`src/rtl/expr_pkg.sv`:
```
// Shared encodings for the ASCII expression emitter: character constants,
// FSM states, operator encoding and character helpers.
package expr_pkg;

  localparam logic [7:0] CH_ZERO = 8'h30;
  localparam logic [7:0] CH_PLUS = 8'h2B;
  localparam logic [7:0] CH_STAR = 8'h2A;

  localparam logic OP_ADD = 1'b0;
  localparam logic OP_MUL = 1'b1;

  typedef enum logic [1:0] {
    IDLE  = 2'd0,
    DIGIT = 2'd1,
    OP    = 2'd2
  } state_e;

  function automatic logic [7:0] digit_char(input logic [3:0] d);
    return CH_ZERO + {4'h0, d};
  endfunction

  function automatic logic [7:0] op_char(input logic op);
    return (op == OP_MUL) ? CH_STAR : CH_PLUS;
  endfunction

endpackage

```
`src/rtl/expr_cfg_check.sv`:
```
// Combinational validator: operand count in range and every used term a BCD digit.
module expr_cfg_check #(
  parameter int MAX_TERMS = 8,
  parameter int CW        = $clog2(MAX_TERMS) + 1
) (
  input  logic [CW-1:0]          nterms_i,
  input  logic [4*MAX_TERMS-1:0] digits_i,
  output logic                   cfg_ok_o
);

  always_comb begin
    cfg_ok_o = (nterms_i != '0) && (nterms_i <= CW'(MAX_TERMS));
    // Terms beyond nterms are don't-care and may hold any nibble.
    for (int i = 0; i < MAX_TERMS; i++) begin
      if ((CW'(i) < nterms_i) && (digits_i[4*i +: 4] > 4'd9)) begin
        cfg_ok_o = 1'b0;
      end
    end
  end

endmodule

```
`src/rtl/expr_emitter.sv`:
```
// Emits a latched expression digit ((+|*) digit)* as one ASCII byte per
// valid/ready handshake; all outputs are registered.
module expr_emitter
  import expr_pkg::*;
#(
  parameter int MAX_TERMS = 8,
  parameter int CW        = $clog2(MAX_TERMS) + 1
) (
  input  logic                   clk,
  input  logic                   clr,
  input  logic                   start,
  input  logic [CW-1:0]          nterms,
  input  logic [4*MAX_TERMS-1:0] digits,
  input  logic [MAX_TERMS-2:0]   ops,
  output logic [7:0]             out_char,
  output logic                   out_valid,
  input  logic                   out_ready,
  output logic                   busy,
  output logic                   done,
  output logic                   err
);

  state_e                 state_q, state_d;
  logic [CW-1:0]          idx_q, idx_d, nterms_q, nterms_d;
  logic [4*MAX_TERMS-1:0] digits_q, digits_d;
  logic [MAX_TERMS-2:0]   ops_q, ops_d;
  logic [7:0]             char_q, char_d;
  logic                   valid_q, valid_d, busy_q, busy_d;
  logic                   done_q, done_d, err_q, err_d;
  logic                   cfg_ok, hs, last;

  function automatic logic [3:0] pick_digit(input logic [4*MAX_TERMS-1:0] d,
                                            input logic [CW-1:0] i);
    pick_digit = '0;
    for (int k = 0; k < MAX_TERMS; k++) begin
      if (i == CW'(k)) pick_digit = d[4*k +: 4];
    end
  endfunction

  function automatic logic pick_op(input logic [MAX_TERMS-2:0] o,
                                   input logic [CW-1:0] i);
    pick_op = OP_ADD;
    for (int k = 0; k < MAX_TERMS - 1; k++) begin
      if (i == CW'(k)) pick_op = o[k];
    end
  endfunction

  expr_cfg_check #(
    .MAX_TERMS(MAX_TERMS),
    .CW       (CW)
  ) u_cfg_check (
    .nterms_i(nterms),
    .digits_i(digits),
    .cfg_ok_o(cfg_ok)
  );

  assign hs   = valid_q & out_ready;
  assign last = (idx_q == nterms_q - CW'(1));

  always_comb begin
    state_d  = state_q;
    idx_d    = idx_q;
    nterms_d = nterms_q;
    digits_d = digits_q;
    ops_d    = ops_q;
    char_d   = char_q;
    valid_d  = valid_q;
    busy_d   = busy_q;
    done_d   = 1'b0;
    err_d    = 1'b0;
    case (state_q)
      IDLE: begin
        if (start) begin
          if (cfg_ok) begin
            nterms_d = nterms;
            digits_d = digits;
            ops_d    = ops;
            idx_d    = '0;
            char_d   = digit_char(digits[3:0]);
            valid_d  = 1'b1;
            busy_d   = 1'b1;
            state_d  = DIGIT;
          end else begin
            err_d = 1'b1;
          end
        end
      end
      DIGIT: begin
        // Operators are only read while idx < nterms-1, so unused ops bits stay untouched.
        if (hs) begin
          if (last) begin
            valid_d = 1'b0;
            busy_d  = 1'b0;
            done_d  = 1'b1;
            state_d = IDLE;
          end else begin
            char_d  = op_char(pick_op(ops_q, idx_q));
            state_d = OP;
          end
        end
      end
      OP: begin
        if (hs) begin
          idx_d   = idx_q + CW'(1);
          char_d  = digit_char(pick_digit(digits_q, idx_q + CW'(1)));
          state_d = DIGIT;
        end
      end
      default: state_d = IDLE;
    endcase
  end

  always_ff @(posedge clk or posedge clr) begin
    if (clr) begin
      state_q  <= IDLE;
      idx_q    <= '0;
      nterms_q <= '0;
      digits_q <= '0;
      ops_q    <= '0;
      char_q   <= '0;
      valid_q  <= 1'b0;
      busy_q   <= 1'b0;
      done_q   <= 1'b0;
      err_q    <= 1'b0;
    end else begin
      state_q  <= state_d;
      idx_q    <= idx_d;
      nterms_q <= nterms_d;
      digits_q <= digits_d;
      ops_q    <= ops_d;
      char_q   <= char_d;
      valid_q  <= valid_d;
      busy_q   <= busy_d;
      done_q   <= done_d;
      err_q    <= err_d;
    end
  end

  assign out_char  = char_q;
  assign out_valid = valid_q;
  assign busy      = busy_q;
  assign done      = done_q;
  assign err       = err_q;

endmodule

```
`config.mk`:
```
export PLATFORM = sky130hd
export DESIGN_NAME = expr_emitter
export DESIGN_NICKNAME = d
export VERILOG_FILES = /design/src/rtl/expr_pkg.sv /design/src/rtl/expr_cfg_check.sv /design/src/rtl/expr_emitter.sv
export SDC_FILE = /design/constraint.sdc
export NUM_CORES = 1
export LEC_CHECK = 0
export ABC_AREA = 1
export BUFFER_PORTS_ARGS = -buffer_cell sky130_fd_sc_hd__buf_2
export CORE_MARGIN = 4
export CORE_UTILIZATION = 60
export CTS_CLUSTER_DIAMETER = 40
export DETAILED_ROUTE_END_ITERATION = 6
export PLACE_DENSITY = 0.9
export SLEW_MARGIN = 20
export SYNTH_ARGS = -nofsm -noshare
export SYNTH_HDL_FRONTEND = slang
export SYNTH_SLANG_ARGS = --single-unit
```
`constraint.sdc`:
```
create_clock -name clk -period 6.35 [get_ports clk]
set_input_delay 0 -clock clk [delete_from_list [all_inputs] [get_ports clk]]
set_output_delay 0 -clock clk [all_outputs]
set_load 0.05 [all_outputs]
```
==> results by group, run 1 <==
Global route
  – Largest net degree at the start of global routing: 87
  – First-pass GRT wire length: 15130 um
  – Vias in the first global route: 3230
  – Total Routing Usage GR: 27.20%
  – Initial antenna violation count: 0
  – Grt ovf: 0

Detailed routing
  – Routed WL per cell: 13.66 um
  – Final WL: a little under 9000 um
  – Residual DRC count: 0
  – Vias: 3276
  – Via-per-instance ratio: 5.151
  – DRT iter0 DRCs: 168
  – First drt pass iteration count: 4
  – Routed Antenna Nets: 0

Finish
  – Design area: 4333 um2
  – Area Growth Syn to Fin: 26.94%
  – Most frequent cells in the layout: nand2_1, inv_1, dfrtp_1
  – Most common cell after layout, fill and taps aside: nand2_1
  – # diodes: 0
  – Share of cells above drive strength 1: between 10% and 20%
  – Fin nets: 620

Power
  – Clock power frac: 17.4%
  – Total power: 1714 uW
  – Pwr dens: 395.6 nW/um2
  – Internal Power: 968.8 uW
  – Psw: 745.4 uW
  – Sw frac: 43.49%
  – Worst vdd ir: about 0.00023 V
  – Combinational Power Share: 44.8%
  – Sequential share of power: 37.8%
  – P_leak: about 0.0024 uW

Critical path
  – Max incr delay on CP: 0.47 ns
  – Delay-heaviest family, CP: simple AND/OR/NAND/NOR gates
  – Most used cell, CP: nand2_1
  – CP endpoint kind: register
  – Critical Path AT: 2.45 ns
  – Crit-path cells: ha_1 -> xnor2_4 -> nand3_2 -> inv_2 -> nand2_1 -> nand2_1 -> inv_1 -> nand2_1 -> nand2_1 -> nand2_1 -> nand2_1 -> nand2_1 -> nand2_1 -> nand2_1 -> nand2_1 -> nand2_1 -> nand2_1
  – Startpoint Class: register
  – CP required: 6.58 ns
  – Critical path fanouts, max: 9
  – CP max stage cell: dfrtp_1
  – Setup CP Type: reg2reg
  – Critical path buffers and inverters: 2

Logic synthesis
  – Number of synthesized register bits: 58
  – Top post-synthesis cells by area: dfrtp_1, nand2_1, inv_1
  – Avg Inst Size Synth: 7.436 um2
  – Most used DFF post-synth: dfrtp_1
  – Warnings from Yosys: 0
  – Post-synthesis async set-or-reset flop share: 100.0%
  – Mapped Cells: 459
  – Distinct cell type count after synthesis: 34
  – Yosys top cell by area: dfrtp_1
  – EDFF count, synth: 0
  – Synth top area share: between 40 and 50%
  – Seq/Total Area, Yosys: 42.52%
  – Syn Std Cell Area: 3413 um2

Place
  – Placed Area: approximately 3700 um2
  – Number of I/O port buffers: 56
  – DP HPWL: roughly 5700 um
  – Final Wtd Congestion: ~0.91
  – Post-place setup slack: 4.139 ns

Floorplan
  – I/O Pins: 59
  – Initial Utilization: about three fifths
  – Core area: around 5500 um2
  – Width of the die: between 80 and 90 um
  – Die H: roughly 83 um
  – Die area: 6960 um2
  – FP Rows: 27

Clocking
  – Post-CTS Setup Bufs: 0
  – Clock latency on the worst-skew pair: 0.34 ns
  – Reg clk slew, reported paths: 0.06 ns
  – Clock Sinks: 58
  – Root buf cell: clkbuf_8
  – CTS tree: built
  – CTS Buffer Depth: 2
  – Post-CTS Resized: 0
  – H-Tree Depth: 3
  – Hold buffer count at cts: 45
  – TritonCTS Buffers: 9

Outcome
  – Status: finished clean

Timing
  – Fmax achieved: 0.4517 GHz
  – Hold Slack: 0.04889 ns
  – Final setup vio count: 0
  – Final WS setup: 4.136 ns
  – Slew Limit Fails: 0
  – Fin crit share: between 30% and 40%
  – Fin Setup TNS: 0 ns
  – Worst-margin pin slew: approximately 0.79 ns
  – Slew headroom: 47.35%
  – Min Tclk post-route: roughly 2.2 ns
  – Final Skew: ~0.0037 ns
  – Number of failing hold endpoints at the final stage: 0
  – Unrepaired setup endpoints after global routing: no

Hold path
  – Hold Path Class: in2reg

Job
  – MaxCap Viol Count: 0
## synthesized netlist by cell type, drive strengths merged (2+ instances only)
| library cell | count |
|---|---|
| nand2 | 127 |
| inv | 92 |
| o21ai | 64 |
| dfrtp | 58 |
| nor2 | 31 |
| nand3 | 19 |
| a21oi | 14 |
| ha | 13 |
| buf | 9 |
| o211ai | 6 |
| clkbuf | 5 |
| nor3 | 5 |
| nand4 | 4 |
| xnor2 | 3 |
| o221ai | 2 |
| xor2 | 2 |
## routing by layer
metal / track usage (%) / vias to the layer above / wire length, um
li1: - / 1627 / -
met1: 32.19 / 1501 / 3551
met2: 44.97 / 114 / 4226
met3: 6.746 / 34 / 545
met4: 15.50 / 0 / 364
met5: 0 / - / 0
## final timing paths
path | startpoint | endpoint | slack (ns) | cells after the start
hold / removal | nterms[1] | nterms_q[1] | 0.05 | 3
min in group asynchronous | clr | ops_q[4] | 0.39 | 4
hold reg to reg | out_char[5] | out_char[5] | 0.47 | 2
max in group asynchronous | clr | ops_q[0] | 5.46 | 4
setup reg to reg | idx_q[0] | out_char[3] | 4.14 | 17
setup / recovery | idx_q[0] | out_char[3] | 4.14 | 17
## through the flow
stage,std cells,util (%)
after CTS,636,78.69
after global placement,576,67.42
after detailed placement,576,67.42
final,636,78.69
after floorplan,460,-
after global routing,636,78.69
## cell families (layout without fill, tap and decap cells)
logic type / count (synthesis) / in the layout / share of synthesized area (%)
compound gates: 87 / 87 / 13.64
other cells: 1 / 2 / 0.1099
flops: 58 / 58 / 42.52
fa+ha+maj: 13 / 13 / 4.766
buf+inv: 106 / 210 / 12.76
xor+xnor: 5 / 5 / 1.833
simple gates: 189 / 189 / 24.38
## flip-flops by register name, indices dropped and copies added (netlist names)
| name | count |
|---|---|
| done | 1 |
| idx_q | 4 |
| state_q | 2 |
| ops_q | 7 |
| err | 1 |
| busy | 1 |
| nterms_q | 4 |
| digits_q | 32 |
| out_char | 6 |
## tightest hold or removal path: cells and delay by family
family / cells / cell delay, ns
simple gates: 1 / 0.09
compound gates: 1 / 0.11
buf+inv: 1 / 0.14
## cell type report
type / instances / area [um2]
clock buffer: 12 / 155.1
multi-input combinational: 296 / 1530
timing repair buffer: 103 / 745.7
clock inverter: 3 / 15.01
fill: 389 / 1174
inverter: 92 / 345.3
sequential: 58 / 1451
tap: 72 / 90.09
## power by group through the flow
| stage | logic [uW] | clock network (uW) | registers, uW |
|---|---|---|---|
| final | 768 | 299 | 647 |
| after global routing | 873 | 323 | 668 |
| after CTS | 764 | 306 | 646 |
| after detailed placement | 736 | 0 | 650 |
| after global placement | 710 | 0 | 642 |
| after floorplan | 507 | 0 | 690 |
(Power assumes the default switching activity.)
==> run 2: changes to the inputs <==
ABC_AREA = 0   (was 1)
CORE_UTILIZATION = 57   (was 60)
PLACE_DENSITY = 0.86   (was 0.9)
clock period = 2.28 ns   (was 6.35 ns; I/O delays follow)
==> run 2 against run 1 <==
Effect of this change: critical endpoint is now out_char[1]; the run now ends with negative setup slack left; routed wire length rose by 12%; maximum frequency fell by 3.6%; register-to-register slack got worse by 4.2 ns; highest routed layer unchanged; largest cell class unchanged.
==> results by group, run 2 <==
Place
  – Final Wtd Congestion: 0.9739
  – DP HPWL: approximately 6000 um
  – Post-place setup slack: -0.05239 ns
  – Number of I/O port buffers: 56

Timing
  – Final WS setup: -0.01653 ns
  – Final Skew: 0.01372 ns
  – Fin crit share: 100.7%
  – Min Tclk post-route: 2.297 ns
  – Slew Limit Fails: 0
  – Unrepaired setup endpoints after global routing: yes
  – Final setup vio count: 1
  – Number of failing hold endpoints at the final stage: 0
  – Fmax achieved: 0.4354 GHz

Critical path
  – Setup CP Type: reg2reg
  – Critical R2R Launch: idx_q[1]
  – CP max stage cell: dfrtp_1
  – Max incr delay on CP: 0.40 ns
  – Most used cell, CP: a22o_1
  – Critical Path AT: 2.51 ns
  – Critical path fanouts, max: 16
  – CP endpoint kind: register
  – R2R cell count: 9
  – CP required: 2.49 ns
  – R2r setup slk: -0.02 ns
  – Startpoint Class: register
  – Crit-path cells: inv_1 -> ha_1 -> buf_12 -> a21oi_1 -> o21ai_0 -> a22o_1 -> a22o_1 -> a221oi_1 -> o31ai_1
  – Worst r2r dst: out_char[1]

Clocking
  – Post-CTS Setup Bufs: 0
  – Clock Sinks: 58
  – TritonCTS Buffers: 9
  – H-Tree Depth: 3
  – CTS tree: built
  – Reg clk slew, reported paths: 0.07 ns
  – Clock latency on the worst-skew pair: 0.35 ns
  – CTS Buffer Depth: 2
  – Root buf cell: clkbuf_8

Floorplan
  – Die H: 86.06 um
  – Die area: 7406 um2
  – I/O Pins: 59
  – Initial Utilization: approximately three fifths
  – FP Rows: 28
  – Core area: 5921 um2
  – Width of the die: 86.06 um

Power
  – Clock power frac: 16.8%
  – Sw frac: 39.54%
  – Total power: 5538 uW
  – Pwr dens: about 1200 nW/um2
  – Sequential share of power: 31.0%
  – Combinational Power Share: a little over half
  – Worst vdd ir: 0.0006919 V
  – Psw: around 2200 uW
  – Internal Power: 3349 uW
  – P_leak: 0.002291 uW

Global route
  – Total Routing Usage GR: 27.28%
  – Grt ovf: 0
  – Initial antenna violation count: 0
  – Vias in the first global route: 3223
  – Largest net degree at the start of global routing: 59
  – First-pass GRT wire length: 15700 um

Logic synthesis
  – Synth top area share: 41.79%
  – Yosys top cell by area: dfrtp_1
  – Mapped Cells: 329
  – Most used DFF post-synth: dfrtp_1
  – Warnings from Yosys: 0
  – Seq/Total Area, Yosys: 41.79%
  – Top post-synthesis cells by area: dfrtp_1, mux2_4, ha_1
  – Number of synthesized register bits: 58
  – Most frequent cell after synthesis: dfrtp_1
  – Synth top cells by count: dfrtp_1, mux2_4, o21ai_0
  – Avg Inst Size Synth: 10.56 um2
  – Syn Std Cell Area: 3473 um2
  – EDFF count, synth: 0
  – Post-synthesis async set-or-reset flop share: 100.0%
  – Distinct cell type count after synthesis: 54

Finish
  – Area Growth Syn to Fin: 34.01%
  – Reg area: 1454 um2
  – Area of the multi-input gates: 1831 um2
  – Biggest register: digits_q
  – Max reg flops: 32
  – Fill cells: around 380
  – Finished Core Util: about four fifths
  – Most frequent cells in the layout: dfrtp_1, buf_2, dlygate4sd3_1
  – Fin nets: 508
  – # diodes: 0
  – Share of cells above drive strength 1: 34.29%

Outcome
  – Status: complete, but fails checks
  – Failing checks: negative setup slack

Hold path
  – Hold Path Class: in2reg
  – Worst Hold Path EP: nterms_q[0]
  – Worst Hold Depth: 4
  – Hold Startpoint: nterms[0]

Detailed routing
  – Final WL: 9722 um
  – Routed Antenna Nets: 0
  – DRT iter0 DRCs: between 200 and 250
  – Via-per-instance ratio: 5.939
  – Vias: 3130
  – First drt pass iteration count: 5
  – Routed WL per cell: around 18 um
  – Residual DRC count: 0

Job
  – MaxCap Viol Count: 0
run 2: changes by cell type after synthesis, moves of 17 or more:
cell / previous run / this run
nor2_1: 26 / 9
inv_1: 86 / 22
mux2_4: 0 / 35
nand2_1: 122 / 24
o21ai_1: 36 / 0
run 2: what timing repair did:
action,in CTS,in global routing
resized for setup,0,6
setup endpoints to repair,0,46
hold buffers,42,0
hold endpoints to repair,99,0
run 2: routing by layer:
metal | vias to the layer above | wire length [um] | track usage [%]
li1 | 1413 | - | -
met1 | 1508 | 3868 | 33.68
met2 | 168 | 4864 | 46.46
met3 | 41 | 665 | 4.611
met4 | 0 | 323 | 12.52
met5 | - | 0 | 0
run 2: worst max path at each step:
| stage | start | endpoint | slack [ns] | cells past startpoint |
|---|---|---|---|---|
| after detailed placement | digits[21] | digits_q[15] | -0.05 | 8 |
| after CTS | nterms_q[1] | out_char[0] | 0.004 | 8 |
| after global placement | digits[17] | digits_q[18] | -0.007 | 8 |
| after global routing | idx_q[1] | out_char[3] | -0.01 | 9 |
| after floorplan | state_q[0] | out_char[0] | 0.02 | 9 |
| final | idx_q[1] | out_char[1] | -0.02 | 9 |
run 2: layout make-up:
type / instances / share of cell area, %
clock inverters: 3 / 0.8602
repair buffers: 130 / 21.67
flip-flops and latches: 58 / 31.24
multi-input cells: 227 / 39.33
clock buffers: 12 / 3.118
inverters: 22 / 1.774
well taps: 75 / 2.016
run 2: kinds of logic after synthesis:
kind of cell	synth area share, %
xor gates and xnor gates	1.657
and+or+nand+nor	10.55
buffers and inverters	6.196
DFF	41.79
muxes	17.98
AOI/OAI and AO/OA	17.04
adders and majority gates	4.683
other	0.1080
run 2: power by group through the flow:
stage	Clock, uW	Combinational [uW]	Sequential, uW
floorplan	0	1760	1800
global placement	0	2600	1700
detailed placement	0	2670	1720
CTS	937	2760	1710
global route	985	3100	1760
finish	928	2890	1720
run 2: stage by stage:
stage / setup TNS (ns) / cells / cell area, um2 / hold slack [ns]
6_report: -0.01653 / 527 / 4654 / 0.1293
5_1_grt: -0.02076 / 527 / 4654 / 0.1332
4_1_cts: 0 / 526 / 4609 / 0.1119
3_5_place_dp: -1.689 / 469 / 4004 / 0.08093
3_3_place_gp: -0.1934 / 469 / 4004 / 0.07413
2_1_floorplan: 0 / 330 / 3478 / 0.1366
run 2: critical path, delay by kind of cell (launching register included):
family	cells	cell delay, ns
AOI/OAI and AO/OA	6	1.18
buffers and inverters	2	0.31
adders and majority gates	1	0.26
DFF	1	0.40
==> run 3: changes to the inputs <==
ABC_AREA = 1   (was 0)
CELL_PAD_IN_SITES_DETAIL_PLACEMENT = 1   (was not set)
CELL_PAD_IN_SITES_GLOBAL_PLACEMENT = 1   (was not set)
CORE_UTILIZATION = 35   (was 57)
PLACE_DENSITY = 0.75   (was 0.86)
==> run 3 against run 2 <==
Effect of this change: the flow now finishes without violations; worst hold slack better by 0.14 ns; global-route usage is 7.8 points lower; maximum frequency is 9.9% higher; largest power group unchanged; largest cell class unchanged; sequential share of layout area is 0.80 points higher; clock skew is 0.0055 ns lower; critical endpoint is now out_char[0]; power is 8.2% lower; sequential power is 5% higher.
==> results by group, run 3 (same netlist as run 1, synthesis figures left out) <==
Power
  – Psw: 2203 uW
  – Pwr dens: roughly 1100 nW/um2
  – Sw frac: 43.34%
  – Clock power frac: 19.8%
  – P_leak: 0.002439 uW
  – Sequential share of power: a little over a third
  – Internal Power: 2880 uW
  – Worst vdd ir: 0.0003636 V
  – Combinational Power Share: 44.5%

Detailed routing
  – Via-per-instance ratio: between 4 and 5
  – Residual DRC count: 0
  – DRT iter0 DRCs: 80
  – Routed Antenna Nets: 0
  – Final WL: about 10000 um
  – Routed WL per cell: 14.99 um
  – First drt pass iteration count: 4
  – Vias: between 3000 and 4000

Floorplan
  – I/O Pins: 59
  – Die H: 106.8 um
  – Core area: about 9400 um2
  – Width of the die: ~110 um
  – FP Rows: 35
  – Initial Utilization: around 36%
  – Die area: ~11000 um2

Clocking
  – Post-CTS Setup Bufs: 0
  – CTS tree: built
  – Clock latency on the worst-skew pair: 0.35 ns
  – Clock Sinks: 58
  – Reg clk slew, reported paths: 0.07 ns
  – Root buf cell: clkbuf_8
  – CTS Buffer Depth: 2
  – TritonCTS Buffers: 9
  – H-Tree Depth: 3

Finish
  – Share of cells above drive strength 1: approximately 18%
  – Biggest register: digits_q
  – Max reg flops: 32
  – # diodes: 0
  – Area Growth Syn to Fin: 32.84%
  – Fin cells: 698
  – Most common cell after layout, fill and taps aside: nand2_1
  – Most frequent cells in the layout: nand2_1, inv_1, dfrtp_1
  – Fin nets: 625

Critical path
  – CP required: 2.52 ns
  – CP endpoint kind: register
  – Critical R2R Launch: idx_q[1]
  – Crit path from: idx_q[1]
  – Critical path fanouts, max: 9
  – Startpoint Class: register
  – Setup CP Type: reg2reg
  – R2r setup slk: 0.19 ns
  – Critical Path AT: 2.33 ns

Timing
  – Worst-margin pin slew: 0.5828 ns
  – Fmax achieved: between 0.4 and 0.5 GHz
  – Fin Setup TNS: 0 ns
  – Final setup vio count: 0
  – Hold Slack: 0.2650 ns
  – Fin crit share: ~92%
  – Final WS setup: 0.1911 ns
  – Slew Limit Fails: 0
  – Min Tclk post-route: 2.089 ns
  – Final Skew: 0.008241 ns
  – Slew headroom: between 60% and 70%
  – Number of failing hold endpoints at the final stage: 0

Place
  – Placed Cells: between 600 and 700
  – DP HPWL: between 7000 and 8000 um
  – Number of I/O port buffers: 56
  – Post-place setup slack: 0.1074 ns
  – Final Wtd Congestion: 0.8245

Job
  – MaxCap Viol Count: 0

Global route
  – Total Routing Usage GR: 19.52%
  – Vias in the first global route: around 3600
  – First-pass GRT wire length: around 17000 um
  – Grt ovf: 0
  – Largest net degree at the start of global routing: between 40 and 50
  – Initial antenna violation count: 0

Hold path
  – Hold Path Class: in2async

Outcome
  – Status: finished clean
[run 3: changes by cell type in the layout (fill, tap and decap cells not counted), moves of 7 or more]
cell,before,now
buf_4,27,3
o21ai_1,0,37
nand3_1,7,17
nand2_1,24,121
mux2_4,35,0
mux2_2,7,0
nor2_1,9,26
inv_1,21,84
inv_2,1,8
a21oi_1,22,14
[run 3: repair_timing]
action                                 in CTS  in global routing
endpoints found under the hold margin      69                  0
setup endpoints to repair                   0                  7
gates resized for setup                     0                  8
hold buffers                               46                  0
[run 3: final cells by class]
class / instances / area (um2)
clock buffer: 13 / 168.9
clock inverter: 2 / 35.03
fill: 1201 / 4837
inverter: 92 / 345.3
multi-input combinational: 296 / 1548
sequential: 58 / 1453
tap: 129 / 161.4
timing repair buffer: 108 / 823.3
[run 3: worst paths after layout]
path	to	cells past startpoint
setup / recovery	out_char[0]	13
hold / removal	state_q[1]	3
setup reg to reg	out_char[0]	13
hold reg to reg	out_char[5]	2
max in group asynchronous	idx_q[1]	4
min in group clk	digits_q[15]	4
[run 3: routing by layer]
layer  up-vias  track usage (%)  share of wire [%]
li1       1630                -                  -
met1      1559            22.80                 43
met2        65            35.30                 51
met3        20            4.214                3.5
met4         0            6.575                2.1
met5         -                0                  0
[run 3: stage by stage]
step | power [uW] | utilization, % | cell area, um2
final | 5082 | 48.38 | 4534
after global routing | 5538 | 48.38 | 4534
after CTS | 5103 | 48.18 | 4516
after detailed placement | 3997 | 41.09 | 3851
after global placement | 3898 | 41.09 | 3851
after floorplan | 3334 | - | 3417
[run 3: critical path, cell delays in order (launching register included)]
cell and delay [ns]:
dfrtp_2 0.46, ha_2 0.24, xnor2_4 0.18, buf_4 0.18
nor2_8 0.19, nand2_2 0.14, o21ai_1 0.15, inv_1 0.05
nand2_1 0.08, nand2_1 0.06, nand2_1 0.09, nand2_1 0.06
nand2_1 0.06, nand2_1 0.05
[run 3: power groups by stage]
stage                     registers (uW)  clock network, uW  logic (uW)
after floorplan                     1920                  0        1410
after global placement              1810                  0        2090
after detailed placement            1820                  0        2180
after CTS                           1810               1040        2260
after global routing                1860               1070        2600
final                               1810               1010        2260
